File: src/rtl/id_ex_stage.sv
// ID/EX pipeline register in front of the 8-bit EX ALU.
// Holds one decoded instruction behind a valid/ready handshake, forwards
// results from MEM (at the output) and WB (at capture and while stalled),
// and supports a synchronous flush for branch redirects.
module id_ex_stage #(
    parameter int DATA_W     = 8,
    parameter int REG_ADDR_W = 5
) (
    input  logic                  clk,
    input  logic                  rst_n,
    input  logic                  flush,
    input  logic                  id_valid,
    output logic                  id_ready,
    input  logic [1:0]            id_alu_ctrl,
    input  logic [REG_ADDR_W-1:0] id_rs1,
    input  logic [REG_ADDR_W-1:0] id_rs2,
    input  logic [DATA_W-1:0]     id_rs1_data,
    input  logic [DATA_W-1:0]     id_rs2_data,
    input  logic [DATA_W-1:0]     id_imm,
    input  logic                  id_use_imm,
    input  logic [REG_ADDR_W-1:0] id_rd,
    input  logic                  id_reg_write,
    input  logic [REG_ADDR_W-1:0] mem_rd,
    input  logic                  mem_reg_write,
    input  logic [DATA_W-1:0]     mem_result,
    input  logic [REG_ADDR_W-1:0] wb_rd,
    input  logic                  wb_reg_write,
    input  logic [DATA_W-1:0]     wb_result,
    input  logic                  ex_ready,
    output logic                  ex_valid,
    output logic [1:0]            alu_ctrl,
    output logic [DATA_W-1:0]     alu_in_1,
    output logic [DATA_W-1:0]     alu_in_2,
    output logic [REG_ADDR_W-1:0] ex_rd,
    output logic                  ex_reg_write
);

    localparam logic [REG_ADDR_W-1:0] REG_ZERO  = {REG_ADDR_W{1'b0}};
    localparam logic [DATA_W-1:0]     DATA_ZERO = {DATA_W{1'b0}};

    // A producer matches a source only if it writes, targets that register,
    // and the register is not the hard-wired zero register.
    function automatic logic fwd_match(
        input logic                  prod_we,
        input logic [REG_ADDR_W-1:0] prod_rd,
        input logic [REG_ADDR_W-1:0] rs
    );
        return prod_we && (prod_rd == rs) && (rs != REG_ZERO);
    endfunction

    // Operand seen at capture time: x0 is always zero, WB bypasses the regfile.
    function automatic logic [DATA_W-1:0] capture_operand(
        input logic [REG_ADDR_W-1:0] rs,
        input logic [DATA_W-1:0]     rf_data,
        input logic                  wb_we,
        input logic [REG_ADDR_W-1:0] wb_dst,
        input logic [DATA_W-1:0]     wb_data
    );
        if (rs == REG_ZERO) begin
            return DATA_ZERO;
        end else if (fwd_match(wb_we, wb_dst, rs)) begin
            return wb_data;
        end else begin
            return rf_data;
        end
    endfunction

    logic                  valid_q,     valid_d;
    logic [1:0]            ctrl_q,      ctrl_d;
    logic [REG_ADDR_W-1:0] rs1_q,       rs1_d;
    logic [REG_ADDR_W-1:0] rs2_q,       rs2_d;
    logic [DATA_W-1:0]     op1_q,       op1_d;
    logic [DATA_W-1:0]     op2_q,       op2_d;
    logic [DATA_W-1:0]     imm_q,       imm_d;
    logic                  use_imm_q,   use_imm_d;
    logic [REG_ADDR_W-1:0] rd_q,        rd_d;
    logic                  reg_write_q, reg_write_d;

    logic id_ready_s;
    logic transfer_s;

    assign id_ready_s = !valid_q || ex_ready;
    assign transfer_s = id_valid && id_ready_s;
    assign id_ready   = id_ready_s;

    // Next-state: capture on transfer, otherwise hold with WB operand refresh.
    always_comb begin
        valid_d     = valid_q;
        ctrl_d      = ctrl_q;
        rs1_d       = rs1_q;
        rs2_d       = rs2_q;
        op1_d       = op1_q;
        op2_d       = op2_q;
        imm_d       = imm_q;
        use_imm_d   = use_imm_q;
        rd_d        = rd_q;
        reg_write_d = reg_write_q;

        if (transfer_s) begin
            // Data fields may load even under flush; valid below kills it.
            ctrl_d      = id_alu_ctrl;
            rs1_d       = id_rs1;
            rs2_d       = id_rs2;
            op1_d       = capture_operand(id_rs1, id_rs1_data, wb_reg_write, wb_rd, wb_result);
            op2_d       = capture_operand(id_rs2, id_rs2_data, wb_reg_write, wb_rd, wb_result);
            imm_d       = id_imm;
            use_imm_d   = id_use_imm;
            rd_d        = id_rd;
            reg_write_d = id_reg_write;
        end else if (valid_q) begin
            // A producer retiring while we wait must not leave a stale operand.
            if (fwd_match(wb_reg_write, wb_rd, rs1_q)) begin
                op1_d = wb_result;
            end else begin
                op1_d = op1_q;
            end
            if (fwd_match(wb_reg_write, wb_rd, rs2_q)) begin
                op2_d = wb_result;
            end else begin
                op2_d = op2_q;
            end
        end else begin
            op1_d = op1_q;
            op2_d = op2_q;
        end

        if (flush) begin
            valid_d = 1'b0;
        end else if (id_ready_s) begin
            valid_d = id_valid;
        end else begin
            valid_d = valid_q;
        end
    end

    // Pipeline register state, cleared asynchronously on reset.
    always_ff @(posedge clk or negedge rst_n) begin
        if (!rst_n) begin
            valid_q     <= 1'b0;
            ctrl_q      <= 2'b00;
            rs1_q       <= REG_ZERO;
            rs2_q       <= REG_ZERO;
            op1_q       <= DATA_ZERO;
            op2_q       <= DATA_ZERO;
            imm_q       <= DATA_ZERO;
            use_imm_q   <= 1'b0;
            rd_q        <= REG_ZERO;
            reg_write_q <= 1'b0;
        end else begin
            valid_q     <= valid_d;
            ctrl_q      <= ctrl_d;
            rs1_q       <= rs1_d;
            rs2_q       <= rs2_d;
            op1_q       <= op1_d;
            op2_q       <= op2_d;
            imm_q       <= imm_d;
            use_imm_q   <= use_imm_d;
            rd_q        <= rd_d;
            reg_write_q <= reg_write_d;
        end
    end

    // Output operands: MEM bypass wins over the stored (WB-refreshed) value;
    // the immediate path is never forwarded.
    always_comb begin
        if (fwd_match(mem_reg_write, mem_rd, rs1_q)) begin
            alu_in_1 = mem_result;
        end else begin
            alu_in_1 = op1_q;
        end

        if (use_imm_q) begin
            alu_in_2 = imm_q;
        end else if (fwd_match(mem_reg_write, mem_rd, rs2_q)) begin
            alu_in_2 = mem_result;
        end else begin
            alu_in_2 = op2_q;
        end
    end

    assign ex_valid     = valid_q;
    assign alu_ctrl     = ctrl_q;
    assign ex_rd        = rd_q;
    assign ex_reg_write = reg_write_q && valid_q;

endmodule

File: config.mk
export PLATFORM = sky130hd
export DESIGN_NAME = id_ex_stage
export DESIGN_NICKNAME = d
export VERILOG_FILES = /design/src/rtl/id_ex_stage.sv
export SDC_FILE = /design/constraint.sdc
export NUM_CORES = 1
export LEC_CHECK = 0
export CAP_MARGIN = 20
export CORE_AREA = 2 2 98 100
export CTS_CLUSTER_SIZE = 8
export DETAILED_ROUTE_END_ITERATION = 8
export DIE_AREA = 0 0 100 102
export MAX_ROUTING_LAYER = met4
export SLEW_MARGIN = 40
export SYNTH_ARGS = -nofsm -noshare
export SYNTH_HDL_FRONTEND = slang
export SYNTH_SLANG_ARGS = --single-unit
File: constraint.sdc
create_clock -name clk -period 2.5 [get_ports clk]
set_input_delay 0.375 -clock clk [delete_from_list [all_inputs] [get_ports clk]]
set_output_delay 0.375 -clock clk [all_outputs]
set_load 0.03 [all_outputs]
==> reports/results.tsv <==
stage	metric	value	unit
layout	count of filler cells inserted in the layout	937	
floorplanning	number of cell rows	35	
worst_setup_path	required time of the critical path	2120	ps
clocking	htree depth	2	
global_route	global routing usage summed across all routing layers	17.6	%
drt	Via-to-Cell Ratio	4.99	
drt	final routed wire length divided by cell count	15.8	um
clocking	number of buffers created by CTS	5	
worst_setup_path	cells traversed along the worst timing path	xnor2_1 -> nand4_1 -> nor4_4 -> buf_4 -> mux2i_1 -> o21ai_1 -> buf_4	
power_and_ir_drop	part of the total power dissipated in the clock network	26.7	%
synth	Synth warnings	0	
global_route	via count of the first global-routing pass	2694	
power_and_ir_drop	Gate power share	33.1	%
power_and_ir_drop	Sequential Power Share	40.2	%
sta	largest clock skew in the final design	5.65	ps
floorplanning	core region area	9110	um^2
placement	pre-CTS setup slack	-152	ps
layout	number of antenna repair diodes	0	
worst_setup_path	crit end category	primary output	
worst_setup_path	cell with the largest stage delay on the worst path	dfrtp_2	
global_route	number of antenna violations at the first check in global routing	0	
hold_path	hold worst-path end	reg_write_q	
drt	total length of routed met2 wires	4.04	mm
worst_setup_path	FF-to-FF setup slack	240	ps
drt	highest layer used for signal routing	met4	
sta	PnR worst setup slack	5.20	ps
placement	input/output buffers	101	
synth	post-synthesis area per instance	8.66	um^2
floorplanning	full die area	10200	um^2
hold_path	instance count along the most critical hold path	2	
power_and_ir_drop	leakage component of the power	0.00173	uW
worst_setup_path	Largest delay share family, worst path	simple AND/OR/NAND/NOR gates	
global_route	aggregate global routing overflow	0	
clocking	clock transition at the registers of the reported paths	90	ps
power_and_ir_drop	power density cells	530	nW/um^2
floorplanning	count of boundary I/O pins	102	
power_and_ir_drop	Peak VDD IR	0.000396	V
sta	Final Hold Viols	0	
worst_setup_path	CP startpoint kind	flip-flop	
drt	number of DRC violations after detailed routing	0	
clocking	insertion delay to the later sink of the worst-skew pair	300	ps
clocking	root cell of the clock tree	clkbuf_8	
floorplanning	effective utilization at floorplan	29.2	%
worst_setup_path	Largest stage delay, worst path	450	ps
drt	routed wire length	8.49	mm
floorplanning	floorplan die height	102	um
synth	number of instances in the synthesized netlist	307	
sta	setup repair after global routing missed its margin	true	
layout	commonest non-fill, non-tap cells in the layout	clkdlybuf4s50_1 (81), nand2_1 (71), dfrtp_1 (42), buf_4 (41), nand3_1 (25)	
worst_setup_path	origin of the critical flop-to-flop path	rs2_q[3]	
synth	register area share after synthesis	41.4	%
placement	number of cells in the design after placement	525	
drt	number of antenna-violating nets in the routed design	0	
sta	Setup Viol. Count Final	0	
worst_setup_path	endpoint of the most critical register-to-register path	op2_q[6]	
worst_setup_path	cell seen most often among critical-path stages	buf_4	
layout	share of layout cells above drive strength 1	16.9	%
sta	relative slew slack	56.7	%
clocking	deepest clock path buffer count	2	
global_route	first-pass GRT wire length	13.6	mm
power_and_ir_drop	net switching power of the design	708	uW
layout	nets@finish	501	
global_route	maximum number of pins on one net before global-route repair	21	
sta	worst hold slack	477	ps
clocking	Sink Count	44	
worst_setup_path	number of cell instances on the worst register-to-register path	7	
run_status	run status	completed	
power_and_ir_drop	internal power consumption	1440	uW
placement	placed wire-length estimate	6.55	mm
worst_setup_path	largest fanout on the critical path	4	
drt	met1 routed wirelength after detailed routing	3.74	mm
worst_setup_path	number of buffers and inverters on the critical path	2	
drt	router iterations before antenna repair	4	
job	Maximum Capacitance Violations	0	
synth	Synth cell types	31	
power_and_ir_drop	switching part of the total	33.0	%
sta	Max Slew Vio Count	0	
sta	crit path time final	2490	ps
drt	via count	2680	
sta	Max Clock Freq	0.401	GHz
worst_setup_path	Arrival @ worst endpoint	2120	ps
clocking	TritonCTS clock tree	yes	
layout	post-layout instance count excluding filler cells	537	
drt	met3 wire length	543	um
synth	Cell Area, Synth	2660	um^2
drt	number of DRC violations after detailed-routing iteration 0	162	
synth	post-synth net total	383	
placement	routability-driven placement congestion ratio	0.857	
hold_path	Tightest Hold Check Type	flip-flop to flip-flop	
layout	layout-stage area growth over the synthesis result	52.4	%
hold_path	Hold Crit Start	reg_write_q	
layout	most common cell after layout, fill and taps aside	clkdlybuf4s50_1	
layout	utilization of the core after routing	44.5	%
sta	final worst path period share	99.8	%
worst_setup_path	path type of the worst setup path	flip-flop to primary output	
sta	measured slew at the worst slew-check pin	650	ps
floorplanning	width of the die	100	um
synth	synthesized flop and latch total	44	
## state kept, by name, summed over array words and instances, names as in the netlist, 2 cells and up
| signal | cells |
|---|---|
| op1_q | 8 |
| rs1_q | 5 |
| op2_q | 8 |
| alu_ctrl | 2 |
| rs2_q | 5 |
| imm_q | 8 |
| ex_rd | 5 |
## cell usage after synthesis (all sizes together)
cell type | instances | area share (%)
xor2 | 18 | 5.9
nand4 | 3 | 0.71
nor3 | 2 | 0.38
nand3 | 25 | 4.7
nor2 | 5 | 0.71
nor4 | 3 | 1.3
xnor2 | 12 | 4.0
a311oi | 8 | 2.6
dfrtp | 44 | 41
buf | 5 | 1.1
nand2b | 1 | 0.24
and2 | 4 | 1.0
mux2 | 10 | 4.2
and3 | 1 | 0.24
o211a | 4 | 1.5
or4 | 6 | 1.7
nand2 | 71 | 10
o21ai | 28 | 5.3
or2 | 1 | 0.24
clkbuf | 12 | 1.7
a32oi | 12 | 4.0
a211oi | 4 | 1.1
mux2i | 8 | 3.0
a21oi | 3 | 0.56
inv | 17 | 2.4
## layout make-up
class	instances	area [um^2]	share of cell area, %
clock buffer	5	68.8	1.70
inverter	17	63.8	1.58
tap	111	139	3.43
sequential	44	1100	27.2
timing repair buffer	128	1180	29.2
clock inverter	3	46.3	1.14
multi-input combinational	229	1450	35.7
## metrics by stage
| stage | total power (uW) | TNS (ps) | area (um^2) |
|---|---|---|---|
| after floorplan | 1220 | 0 | 2660 |
| after global placement | 1560 | -1110 | 3870 |
| after detailed placement | 1570 | -2050 | 3870 |
| after CTS | 2170 | -565 | 4010 |
| after global routing | 2280 | -357 | 4050 |
| final | 2150 | 0 | 4050 |
## timing repair
item | in CTS | in global routing
resized for setup | 3 | 14
pin swaps | 1 | 1
setup buffers | 1 | 2
endpoints found under the hold margin | 13 | 0
endpoints found under the setup margin | 8 | 16
hold buffers | 1 | 0
## power by group through the flow
stage | Clock (uW) | Sequential [uW] | Combinational (uW)
2_1_floorplan | 0 | 884 | 339
3_5_place_dp | 0 | 877 | 696
4_1_cts | 594 | 862 | 709
5_1_grt | 626 | 876 | 774
6_report | 573 | 864 | 712
3_3_place_gp | 0 | 874 | 690
## routing by layer
metal  vias to the layer above  GRT usage (%)
met5                         -              -
met2                        98           27.4
met4                         0           5.27
met1                      1260           23.3
li1                       1309              -
met3                        13           3.42
## kinds of logic (layout without fill, tap and decap cells)
logic type      count (synthesis)  in the layout  share of synthesized area (%)
simple gates                  122            122                           21.2
compound gates                 59             59                           15.1
xor+xnor                       30             30                           9.88
mux                            18             18                           7.25
buf+inv                        34            153                           5.18
flops                          44             44                           41.4
## how the worst max path moves through the flow
stage	startpoint	to	slack (ps)	cells past startpoint
after global routing	rs2_q[2]	alu_in_2[5]	-80	7
after floorplan	rs2_q[1]	alu_in_2[3]	80	5
after CTS	rs2_q[2]	alu_in_2[6]	-80	7
after detailed placement	wb_rd[3]	op1_q[0]	-150	6
final	rs2_q[4]	alu_in_2[2]	5	7
after global placement	wb_rd[0]	op2_q[4]	-100	7
## worst min-delay path, delay by kind of cell (launching register included)
kind,cells,cell delay [ps]
AND/OR/NAND/NOR,2,100
flip-flops,1,350
No activity file was read; power rests on OpenSTA's default activity.
==> edit 1 (config.mk and constraints unchanged) <==
Change the parameter `DATA_W` from 8 to 9.
--- a/src/rtl/id_ex_stage.sv
+++ b/src/rtl/id_ex_stage.sv
@@ -3,7 +3,7 @@
 // results from MEM (at the output) and WB (at capture and while stalled),
 // and supports a synchronous flush for branch redirects.
 module id_ex_stage #(
-    parameter int DATA_W     = 8,
+    parameter int DATA_W     = 9,
     parameter int REG_ADDR_W = 5
 ) (
     input  logic                  clk,
Interface: changed (7 resized); port bits go from 102 to 109. The function was not compared with the original's and may differ.
==> edit 1 against the unedited design <==
Cell area rose by 9.8%. Setup slack got worse by 0.026 ns. Clock skew rose by 0.0063 ns. First-iteration DRC count fell by 54%. Area after synthesis rose by 5.6%. Sequential cell count rose by 3. Critical path depth did not move. Total power rose by 10%. Count of clock-buffer cells in the layout rose by 1. Routed wire length rose by 5.0%. The flow now finishes with violations (setup timing). Highest routed layer unchanged. Critical path type unchanged.
==> edit 1: results (changes against the unedited design) <==
Outcome: finished with violations
Failing checks: setup timing
Sequential area share after synthesis: 41.9% (+0.48 points)
Synth unique cells: 29 (-6.5%)
Clock skew: 0.0119 ns (+0.00630 ns)
Met1 Resource Use GR: 21.8% (-1.4 points)
Fill cells: 874 (-6.7%)
Met2 Use GR: 30.7% (+3.3 points)
First-pass GRT wire length: 14.1 mm (+3.7%)
Post-Route Setup TNS: -0.0266 ns (-0.0266 ns)
Post-synth top cells: sky130_fd_sc_hd__dfrtp_1 (47), sky130_fd_sc_hd__nand3_1 (34), sky130_fd_sc_hd__o21ai_0 (34)
DR pass1 iterations: 4 (unchanged)
Clk Latency, worst-skew pair: 0.31 ns
Net count of the finished layout: 510 (+1.8%)
Worst Path Max Fanout: 5 (+1)
VDD IR max: 0.000267 V (-32%)
Reg2reg end: op2_q[4]$_DFFE_PN0P_
Starting DRC count in detailed routing: 74 (-54%)
Worst setup startpoint: rs2_q[2]$_DFFE_PN0P_
Number of antenna violations at the first check in global routing: 0 (unchanged)
Top cells by area in the synthesized netlist: sky130_fd_sc_hd__dfrtp_1 (42%), sky130_fd_sc_hd__mux2_2 (12%), sky130_fd_sc_hd__xor2_1 (6.9%), sky130_fd_sc_hd__nand3_1 (6.1%), sky130_fd_sc_hd__o21ai_0 (6.1%)
Setup violation total in the final timing report: 2 (+2)
Total Routed Length: 8.92 mm (+5.0%)
Data arrival time at the worst-slack endpoint: 2.15 ns (+0.03 ns)
Layout cell share with drive strength beyond 1: 25.8% (+8.9 points)
Total of buffers placed on input and output ports: 108 (+6.9%)
Via count of the first global-routing pass: 2,834 (+5.2%)
Transition time at the pin with the least slew margin: 0.584 ns (-0.0657 ns)
Registers with the highest flip-flop counts: imm_q (9), op1_q (9), op2_q (9)
Hold/Removal Path Class: input pin to async pin
Routability congestion estimate from global placement: 0.830 (-3.1%)
Capture point of the critical path: alu_in_2[8]
Half-perimeter wire length of the detailed placement result: 6.95 mm (+6.1%)
Leakage power total: 1.81 nW (+4.5%)
Synthesized Nets: 373 (-2.6%)
Cts bufs inserted: 5 (unchanged)
Maximum number of pins on one net before global-route repair: 23 (+9.5%)
GR Layer Usage met3: 4.04% (+0.62 points)
Total GRT Usage: 18.3% (+0.78 points)
Overall via count from detail_route: 2,748 (+2.5%)
Final Worst Setup Slack: -0.0208 ns (-0.0260 ns)
Most used DFF post-synth: sky130_fd_sc_hd__dfrtp_1
Cell depth of the worst flop-to-flop path: 8 (+1)
Reg2Reg Launch Point: rs2_q[1]$_DFFE_PN0P_
==> edit 1: worst min path at each step <==
stage	start	end	slack, ns	depth (start not counted)
after floorplan	rst_n	alu_ctrl[0]$_DFFE_PN0P_	0.08	0
after global placement	rst_n	rs1_q[3]$_DFFE_PN0P_	0.27	1
after detailed placement	rst_n	rs1_q[3]$_DFFE_PN0P_	0.28	1
after CTS	rst_n	op1_q[8]$_DFFE_PN0P_	0.49	2
after global routing	rst_n	op1_q[8]$_DFFE_PN0P_	0.53	2
final	rst_n	op1_q[6]$_DFFE_PN0P_	0.48	2
==> edit 1: cell type report <==
cell class | count | area share, %
tap | 111 | 3.12
clock buffer | 6 | 1.86
timing repair buffer | 147 | 30.5
inverter | 19 | 1.60
clock inverter | 2 | 0.872
multi-input combinational | 209 | 35.6
sequential | 47 | 26.4
==> edit 1: what timing repair did <==
item,in CTS,in global routing
gates cloned,1,0
resized for setup,22,14
pin swaps,1,4
hold buffers,1,0
endpoints found under the setup margin,10,19
endpoints found under the hold margin,11,0
buffers inserted,0,7
==> edit 1: critical path, stage by stage, from the launching register on <==
cell and delay, ns:
sky130_fd_sc_hd__dfrtp_1 0.39, sky130_fd_sc_hd__or4_4 0.55, sky130_fd_sc_hd__nor2_4 0.16, sky130_fd_sc_hd__nor4_4 0.08, sky130_fd_sc_hd__buf_6 0.16, sky130_fd_sc_hd__mux2i_4 0.19, sky130_fd_sc_hd__o21ai_2 0.15, sky130_fd_sc_hd__buf_6 0.15
==> edit 1: where the power goes <==
group	total (mW)	internal (mW)	leakage [nW]	switching [mW]
Clock	0.607	0.329	0.0618	0.277
Sequential	0.926	0.854	0.552	0.0720
Combinational	0.840	0.427	1.20	0.413
Total	2.37	1.61	1.81	0.762
==> edit 1: stage by stage <==
step / worst slack (ns) / instance area [um^2] / total power, mW / utilization [%] / instances
3_3_place_gp: -0.126 / 4150 / 1.71 / 45.6 / 524
6_report: -0.0208 / 4450 / 2.37 / 48.8 / 541
5_1_grt: -0.102 / 4450 / 2.51 / 48.8 / 541
4_1_cts: -0.0370 / 4370 / 2.36 / 48.0 / 534
2_1_floorplan: 0.0103 / 2810 / 1.33 / - / 292
3_5_place_dp: -0.217 / 4150 / 1.72 / 45.6 / 524
==> edit 1: cell families (layout without fill, tap and decap cells) <==
kind of cell	Yosys count	after routing	share of synthesized area, %
simple gates	80	80	14.5
compound gates	60	60	13.8
buf+inv	36	174	5.21
xor+xnor	30	30	9.36
mux	39	39	15.2
flops	47	47	41.9
==> edit 1: per-layer routing <==
| layer | wire length [um] | part of all wire (%) | vias to the layer above |
|---|---|---|---|
| met1 | 3820 | 43 | 1307 |
| met3 | 519 | 5.8 | 12 |
| met4 | 165 | 1.9 | 0 |
| met2 | 4420 | 50 | 101 |
| li1 | - | - | 1328 |
| met5 | 0 | 0 | - |
==> edit 2 (same flow settings) <==
Made on the original files. Make the reset (`rst_n`) synchronous in one clocked block. Comments in the files are not updated.
--- a/src/rtl/id_ex_stage.sv
+++ b/src/rtl/id_ex_stage.sv
@@ -134,7 +134,7 @@
     end
 
     // Pipeline register state, cleared asynchronously on reset.
-    always_ff @(posedge clk or negedge rst_n) begin
+    always_ff @(posedge clk) begin
         if (!rst_n) begin
             valid_q     <= 1'b0;
             ctrl_q      <= 2'b00;
Formal check against the unedited RTL: differs if rst_n is asserted again (counterexample within 4 cycles, from zero or initial values and one cycle with rst_n low); with rst_n held inactive, the same outputs for 10 cycles.
==> edit 2 against the unedited design <==
Count of clock-buffer cells in the layout unchanged. Combinational power decreased by 9.8%. Area after synthesis increased by 13%. Synthesized cell count increased by 14%. Total power decreased by 6.3%. Sequential cell count unchanged. Setup slack improved by 0.041 ns. Cell area increased by 6.7%. Routed wire length increased by 23%. Critical path type is now input pin to primary output.
==> edit 2: results (changes against the unedited design) <==
Outcome: finished clean
WL per Instance: 18.5 um (+17%)
Layout cell share with drive strength beyond 1: 17.0% (+0.059 points)
Synth unique cells: 39 (+26%)
Compound-cell area share of the yosys netlist: 35.9% (+21 points)
Maximum number of pins on one net before global-route repair: 45 (+110%)
Xor and xnor fraction of the mapped netlist area: 8.77% (-1.1 points)
VDD IR max: 0.000218 V (-45%)
Worst setup timing slack at the placement stage: -0.389 ns (-0.237 ns)
Vias per cell: 5.52 (+11%)
Family with the most delay on the worst path: buffers and inverters
Beginning of the worst hold path: ex_rd[3]$_SDFFE_PN0P_
Starting DRC count in detailed routing: 109 (-33%)
First-pass GRT wire length: 16.8 mm (+24%)
Net count of the finished layout: 529 (+5.6%)
Clock skew: 0.00680 ns (+0.00116 ns)
Data arrival time at the worst-slack endpoint: 2.08 ns (-0.04 ns)
Slowest stage delay, CP: 0.51 ns (+0.06 ns)
Total GRT Usage: 21.6% (+4.1 points)
Post-CTS resize count: 41 (+38)
Cell depth of the worst flop-to-flop path: 4 (-3)
Worst Path Max Fanout: 8 (+4)
Fill cells: 909 (-3.0%)
Sequential area share after synthesis: 29.4% (-12 points)
Top cells by area in the synthesized netlist: sky130_fd_sc_hd__dfxtp_1 (29%), sky130_fd_sc_hd__xnor2_1 (8.2%), sky130_fd_sc_hd__nand2_1 (7.1%), sky130_fd_sc_hd__a21boi_0 (6.5%), sky130_fd_sc_hd__o211a_1 (5.7%)
Half-perimeter wire length of the detailed placement result: 7.78 mm (+19%)
Multiplexer share of the synthesized area: 3.01% (-4.2 points)
Post-Syn Instances: 349 (+14%)
Number of placed cells counting well taps: 557 (+6.1%)
Highest-delay cell along the critical path: sky130_fd_sc_hd__clkdlybuf4s50_1
Reg2reg end: op2_q[0]$_SDFFE_PN0P_
Via count of the first global-routing pass: 3,172 (+18%)
Async SR Flop Fraction: 0% (-100 points)
Capture point of the critical path: alu_in_1[5]
Leakage power total: 1.72 nW (-0.77%)
Overall via count from detail_route: 3,117 (+16%)
Slew headroom: 67.9% (+11 points)
Dpl cell area: 4200 um^2 (+8.5%)
Post-synth top cells: sky130_fd_sc_hd__nand2_1 (57), sky130_fd_sc_hd__dfxtp_1 (44), sky130_fd_sc_hd__xnor2_1 (28)
Post-CTS Repair Setup Buffers: 0 (-1)
Synthesized Nets: 425 (+11%)
Area growth from synthesis to final layout: 44.3%
Routability congestion estimate from global placement: 0.918 (+7.1%)
Most used DFF post-synth: sky130_fd_sc_hd__dfxtp_1
[edit 2: cell types whose count changed after synthesis, sizes merged, moves of 15 or more]
cell | before | now
a21boi | 0 | 27
xor2 | 18 | 2
inv | 17 | 2
nand3 | 25 | 1
o311a | 0 | 16
o31a | 0 | 16
xnor2 | 12 | 28
and4 | 0 | 19
dfxtp | 0 | 44
dfrtp | 44 | 0
[edit 2: where the power goes]
group	total [mW]	internal, mW	switching (mW)
clock	0.588	0.302	0.286
sequential	0.783	0.745	0.0379
combinational	0.642	0.316	0.326
total	2.01	1.36	0.650
[edit 2: area by class of cell]
class                      instances  share of cell area [%]
clock buffer                       5                    1.59
inverter                           3                   0.260
clock inverter                     3                    1.07
tap                              111                    3.21
timing repair buffer             125                    27.3
multi-input combinational        274                    46.2
sequential                        44                    20.4
[edit 2: per-layer routing]
metal  global-route usage (%)  wire (um)  vias to the layer above
li1                         -          -                     1527
met1                     28.4       4860                     1476
met5                        -          0                        -
met3                     3.97        610                       13
met2                     34.7       4840                      101
met4                     5.16        133                        0
